`src/rtl/jk_sync_counter.sv`:
```
// Modulo-N up/down counter built from JK stages in toggle mode, driven by a per-bit J/K excitation network.
// Latency: 1 clock for count/load/clear; tc is combinational, wrap is a registered 1-cycle pulse; no backpressure.
module jk_sync_counter #(
    parameter int WIDTH   = 4,
    parameter int MODULUS = 10
) (
    input  logic             clk,
    input  logic             clr,
    input  logic             en,
    input  logic             up,
    input  logic             load,
    input  logic [WIDTH-1:0] d,
    output logic [WIDTH-1:0] q,
    output logic [WIDTH-1:0] qbar,
    output logic             tc,
    output logic             wrap
);

    if (WIDTH < 2 || WIDTH > 16 || MODULUS < 2 || MODULUS > (1 << WIDTH)) begin : g_bad_params
        $error("jk_sync_counter: illegal WIDTH/MODULUS combination");
    end

    // Terminal value held one bit wider so MODULUS = 2^WIDTH compares correctly.
    localparam logic [WIDTH:0]   MAX_EXT = (WIDTH+1)'(MODULUS - 1);
    localparam logic [WIDTH-1:0] MAX_W   = MAX_EXT[WIDTH-1:0];
    localparam logic [WIDTH-1:0] ONE_W   = WIDTH'(1);

    logic [WIDTH-1:0] q_q;
    logic [WIDTH-1:0] q_d;
    logic             wrap_q;
    logic             wrap_d;

    logic [WIDTH:0]   q_ext;
    logic [WIDTH:0]   d_ext;
    logic [WIDTH-1:0] d_eff;
    logic [WIDTH-1:0] next_val;
    logic [WIDTH-1:0] j;
    logic [WIDTH-1:0] k;

    always_comb begin
        q_ext = {1'b0, q_q};
        d_ext = {1'b0, d};
        d_eff = (d_ext > MAX_EXT) ? MAX_W : d;
        // An out-of-range state reached by a fault returns to 0 on the next up count.
        if (up) begin
            next_val = (q_ext >= MAX_EXT) ? '0 : q_q + ONE_W;
        end else begin
            next_val = (q_q == '0) ? MAX_W : q_q - ONE_W;
        end
    end

    always_comb begin
        j = '0;
        k = '0;
        if (load) begin
            j = d_eff;
            k = ~d_eff;
        end else if (en) begin
            j = next_val ^ q_q;
            k = next_val ^ q_q;
        end
    end

    // Characteristic equation of each JK stage: Q+ = J&~Q | ~K&Q.
    always_comb begin
        q_d    = (j & ~q_q) | (~k & q_q);
        wrap_d = tc;
    end

    always_ff @(posedge clk) begin
        if (clr) begin
            q_q    <= '0;
            wrap_q <= 1'b0;
        end else begin
            q_q    <= q_d;
            wrap_q <= wrap_d;
        end
    end

    assign tc   = en & ~load & ~clr & (up ? (q_ext == MAX_EXT) : (q_q == '0));
    assign q    = q_q;
    assign qbar = ~q_q;
    assign wrap = wrap_q;

endmodule

```
`config.mk`:
```
export PLATFORM = sky130hd
export DESIGN_NAME = jk_sync_counter
export DESIGN_NICKNAME = d
export VERILOG_FILES = /design/src/rtl/jk_sync_counter.sv
export SDC_FILE = /design/constraint.sdc
export NUM_CORES = 1
export LEC_CHECK = 0
export CAP_MARGIN = 10
export CORE_AREA = 5 5 42 44
export DETAILED_ROUTE_END_ITERATION = 8
export DIE_AREA = 0 0 47 49
export PLACE_DENSITY = 0.7
export REMOVE_ABC_BUFFERS = 1
export SLEW_MARGIN = 20
export SYNTH_ARGS = -nofsm -noshare
export SYNTH_HDL_FRONTEND = slang
export SYNTH_SLANG_ARGS = --single-unit
```
`constraint.sdc`:
```
create_clock -name clk -period 1.7 [get_ports clk]
set_clock_uncertainty 0.2 [all_clocks]
set_input_delay 0.17 -clock clk [delete_from_list [all_inputs] [get_ports clk]]
set_output_delay 0.17 -clock clk [all_outputs]
set_load 0.005 [all_outputs]
```
# ---- Yosys cells after proc, flatten, opt, wreduce, memory -nomap -nowiden
# Cells that the tools add are included.
dict set report word_totals {
  ff_bits 5
  input_bits 9
  out_inout_bits 10
  word_cells 28
}
dict set report op_classes {
  addsub 2
  order_cmp 2
  eq_ne 1
  n_mux 8
  n_bitwise 12
  reduce_logical 1
}
# cell count
set op_table {}
lappend op_table {{4-bit two-way mux} 7}
lappend op_table {{4-bit NOT} 3}
lappend op_table {{4-bit AND} 2}
lappend op_table {{4-bit by 1-bit adder with 4-bit output, second input constant} 1}
lappend op_table {{4-bit equality test, second input constant} 1}
lappend op_table {{4-bit >= comparator, second input constant} 1}
lappend op_table {{4-bit > comparator, second input constant} 1}
lappend op_table {{4-bit zero test} 1}
lappend op_table {{4-bit bitwise OR} 1}
lappend op_table {{4-bit by 1-bit subtractor with 4-bit output, second input constant} 1}
lappend op_table {{4-bit bitwise XOR} 1}
lappend op_table {{1-bit AND} 3}
lappend op_table {{1-bit NOT} 2}
lappend op_table {{1-bit two-way mux} 1}

# ---- Longest topological paths before layout
dict set report depth {
  word_depth 9
  mapped_depth 6
  depth_no_buf 6
}

# ---- Worst setup path after synthesis
# OpenSTA, ideal clock, no wires.
dict set report synth_path {
  kind {register to register}
  from {reg q_q[0] (netlist: q[0])}
  to {reg q_q[1] (netlist: q[1])}
  setup_time_ps 123
  t_arrival_ps 1353
  required_ps 1377
  slack_ps 25
  stages_incl_launch_ff 6
  n_path_buf 0
  period_less_slack_ps 1675
  cell_sequence {dfxtp_1 -> inv_1 -> ha_1 -> o221a_1 -> a311oi_1 -> nor4_1}
}
dict set report synth_between {
  elab_chain_len 9
  elab_cells_between_ends 15
  cone_classes {add/sub: 2; order compare: 1; mux: 6; bitwise: 5; reduce/logical: 1}
}
# item line_no
set synth_rtl {}
lappend synth_rtl {{start, declared} 28} ;# logic [WIDTH-1:0] q_q;
lappend synth_rtl {{start signal, assigned} 75} ;# q_q <= q_d;
lappend synth_rtl {{4-bit by 1-bit subtractor with 4-bit output, or another cell as far along} 48} ;# next_val = (q_q == '0) ? MAX_W : q_q - ONE_W;
lappend synth_rtl {{4-bit two-way mux, on equally long branches} {48, 46}}
lappend synth_rtl {{4-bit two-way mux *} 45} ;# if (up) begin
lappend synth_rtl {{4-bit bitwise XOR *} {59, 60}}
lappend synth_rtl {{4-bit two-way mux *} 58} ;# end else if (en) begin
lappend synth_rtl {{4-bit two-way mux} 55} ;# if (load) begin
lappend synth_rtl {{4-bit NOT} 66} ;# q_d = (j & ~q_q) | (~k & q_q);
lappend synth_rtl {{4-bit AND} 66}
lappend synth_rtl {{4-bit bitwise OR *} 66}
# Every way passes the cells marked *; elsewhere a longest branch is shown, timed or not.
# A chain may end at the register's enable or synchronous reset.

# ---- Worst setup path in the final report
dict set report layout_path {
  from {reg q_q[1] (netlist: q[1])}
  to {reg q_q[0] (netlist: q[0])}
}
dict set report layout_between {
  elab_chain_len 9
  elab_cells_between_ends 13
  cone_classes {order compare: 1; mux: 6; bitwise: 5; reduce/logical: 1}
}
# item line_no
set layout_rtl {}
lappend layout_rtl {{4-bit >= comparator or 4-bit zero test (tied branches)} {46, 48}}
lappend layout_rtl {{4-bit two-way mux, on equally long branches} {46, 48}}
lappend layout_rtl {{4-bit two-way mux *} 45}
lappend layout_rtl {{4-bit bitwise XOR *} {59, 60}}
lappend layout_rtl {{4-bit two-way mux *} 58}
lappend layout_rtl {{4-bit two-way mux} 55}
lappend layout_rtl {{4-bit NOT} 66}
lappend layout_rtl {{4-bit AND} 66}
lappend layout_rtl {{4-bit bitwise OR *} 66}
# Marked as above.

==> results.toml <==
[status]
outcome = "finished with violations"
violations = "setup timing"

[sta]
whs_ps = 277
worst_pin_slew_ps = 267
worst_slack_ps = -24.3
period_share = 1.01
setup-violations-final = 3
clock.fmax_mhz = 580
slew_headroom = 0.821
finalHoldViolCount = 0
finalMaxSlewViolations = 0
grt_setup_unrepaired = "yes"
fin_crit_ps = 1720

[power]
intPower_uw = 350
p_seq_frac = 0.263
p_switching_uw = 165
peakVddDrop_uv = 281
clock_power_share = 0.278
combinationalPowerShare = 0.459
leakagePower_nw = 0.356
power_density_nw_per_um2 = 599
p_sw_frac = 0.320

[synth]
ys.warnings.count = 0
syn_area_per_cell_um2 = 8.43
netlist_area_um2 = 447
post-synth-top-area-cell = "dfxtp_1"
synthCells = 53
synth_seq_cells = 5
synth_top_area_frac = 0.224
synth_area_leaders = "dfxtp_1 22%, ha_1 11%, inv_1 6.7%, a311oi_1 5.9%, nor4_1 5.6%"
ys_types = 27
yosysSeqAreaShare = 0.224

[grt]
grt_overflow = 0
antenna_found_initial = 0
grt_max_degree = 9
grt_pass1_wl_mm = 2.76
grtUsageTotal = 0.162
first_global_vias = 619

[layout]
fin_util = 0.613
layout.cells.most_common = "buf_4"
fillers = 137
drive_gt1_frac = 0.394
final_nets = 108
area_delta_synth_final_pct = 92.4
final_cell_mix = "18 x buf_4, 14 x clkdlybuf4s50_1, 6 x inv_1"
diodes = 0

[place]
place_congestion = 0.926
place_worst_setup_slack_ps = -290
hpwl_mm = 1.18
io_buffer_count = 18

[floorplan]
start_util = 0.319
die_width_um = 47
dieArea_um2 = 2300
io_pins = 19
coreArea_um2 = 1400
core.rowCount = 14
dieHeight_um = 49

[flow_run]
max_cap_viol_count = 0

[clock_network]
cts_sinks = 5
root_buffer = "clkbuf_4"
cts_made_buffers = 3
cts.path.max_buffers = 2
clk_pin_slew_ps = 40
clk_latency_ps = 250
ctsHtreeMaxLevel = 1
cts_tree = "done"

[setup_path]
required_ps = 1650
start_kind = "flip-flop"
worstPathArrival_ps = 1680
cp-end-kind = "flip-flop"
cp_max_fo = 4
crit_type = "reg -> reg"

[routing]
first_pass_iters = 4
drt-initial-drc-count = 12
dr_total_vias = 596
wl_per_cell_um = 14.5
routed_wl_mm = 1.60
antenna_left = 0
avgViaCountPerCell = 5.42
drc = 0

[worst_hold_path]
holdCritPathClass = "reg -> reg"
synth_stat cells:
library cell  count
nand3b_1          2
nand2_1           2
ha_1              4
a311oi_1          3
nor3_1            1
nor3b_2           1
o21ai_0           4
o211ai_1          1
a21oi_1           2
dfxtp_1           5
a32oi_1           1
o221a_1           1
nand2b_4          1
o31ai_2           1
o32ai_1           1
inv_1             8
buf_2             1
buf_6             1
a211oi_1          1
o31ai_4           1
nor2_1            2
o31ai_1           1
nor4_1            4
nand3_1           1
a31oi_1           1
nand4_1           1
o21ai_1           1
cells by family (layout without fill, tap and decap cells):
| kind of cell | Yosys count | in the layout | share of synthesized area |
|---|---|---|---|
| compound gates | 19 | 19 | 0.342 |
| simple gates | 15 | 15 | 0.218 |
| buf+inv | 10 | 51 | 0.104 |
| flops | 5 | 5 | 0.224 |
| fa+ha+maj | 4 | 4 | 0.112 |
final timing paths:
path	start	endpoint	slack [ps]	depth (start not counted)
setup / recovery	q[1]	q[0]	-20	7
hold / removal	q[2]	wrap	280	1
setup reg to reg	q[1]	q[0]	-20	7
hold reg to reg	q[2]	wrap	280	1
what timing repair did:
action	4_1_cts	5_1_grt
resized for setup	18	3
hold buffers	0	0
setup buffers	1	3
pin swaps	8	2
setup endpoints to repair	7	7
cell type report:
cell class	count	area [um^2]	area share
Clock buffer	4	26.3	0.0306
Inverter	8	32.5	0.0378
Multi-Input combinational cell	38	334	0.389
Sequential cell	5	103	0.119
Tap cell	16	20.0	0.0233
Timing Repair Buffer	39	344	0.400
sequential cells by signal, indices dropped and copies added, names as in the netlist:
signal	cells
q	4
wrap	1
worst max-delay path, cell delays in order, from the launching register on:
cell      delay, ps
dfxtp_2         340
inv_4            50
buf_6           110
ha_4            160
buf_6           110
o31ai_4         280
o21ai_1         120
a311oi_1        250
per-stage QoR:
stage                     setup TNS, ps  cell area (um^2)  total power, mW  std cells
after CTS                         -9.74               828            0.503        107
after global routing               -358               860            0.553        110
final                             -41.7               860            0.515        110
after detailed placement           -568               758            0.341        102
after floorplan                       0               430            0.216         51
after global placement             -407               758            0.338        102
layer usage:
metal  vias up  GRT usage  part of all wire
li1        287          -                 -
met1       266      0.218              0.45
met2        35      0.233              0.45
met3         8     0.0295             0.078
met4         0     0.0922             0.024
met5         -          0                 0
power by group through the flow:
stage / Combinational (mW) / Sequential, mW / Clock, mW
floorplan: 0.0730 / 0.143 / 0
global placement: 0.203 / 0.134 / 0
detailed placement: 0.206 / 0.135 / 0
CTS: 0.224 / 0.135 / 0.144
global route: 0.257 / 0.136 / 0.160
finish: 0.236 / 0.135 / 0.143
Note: power is estimated with default switching activity, not from simulation.
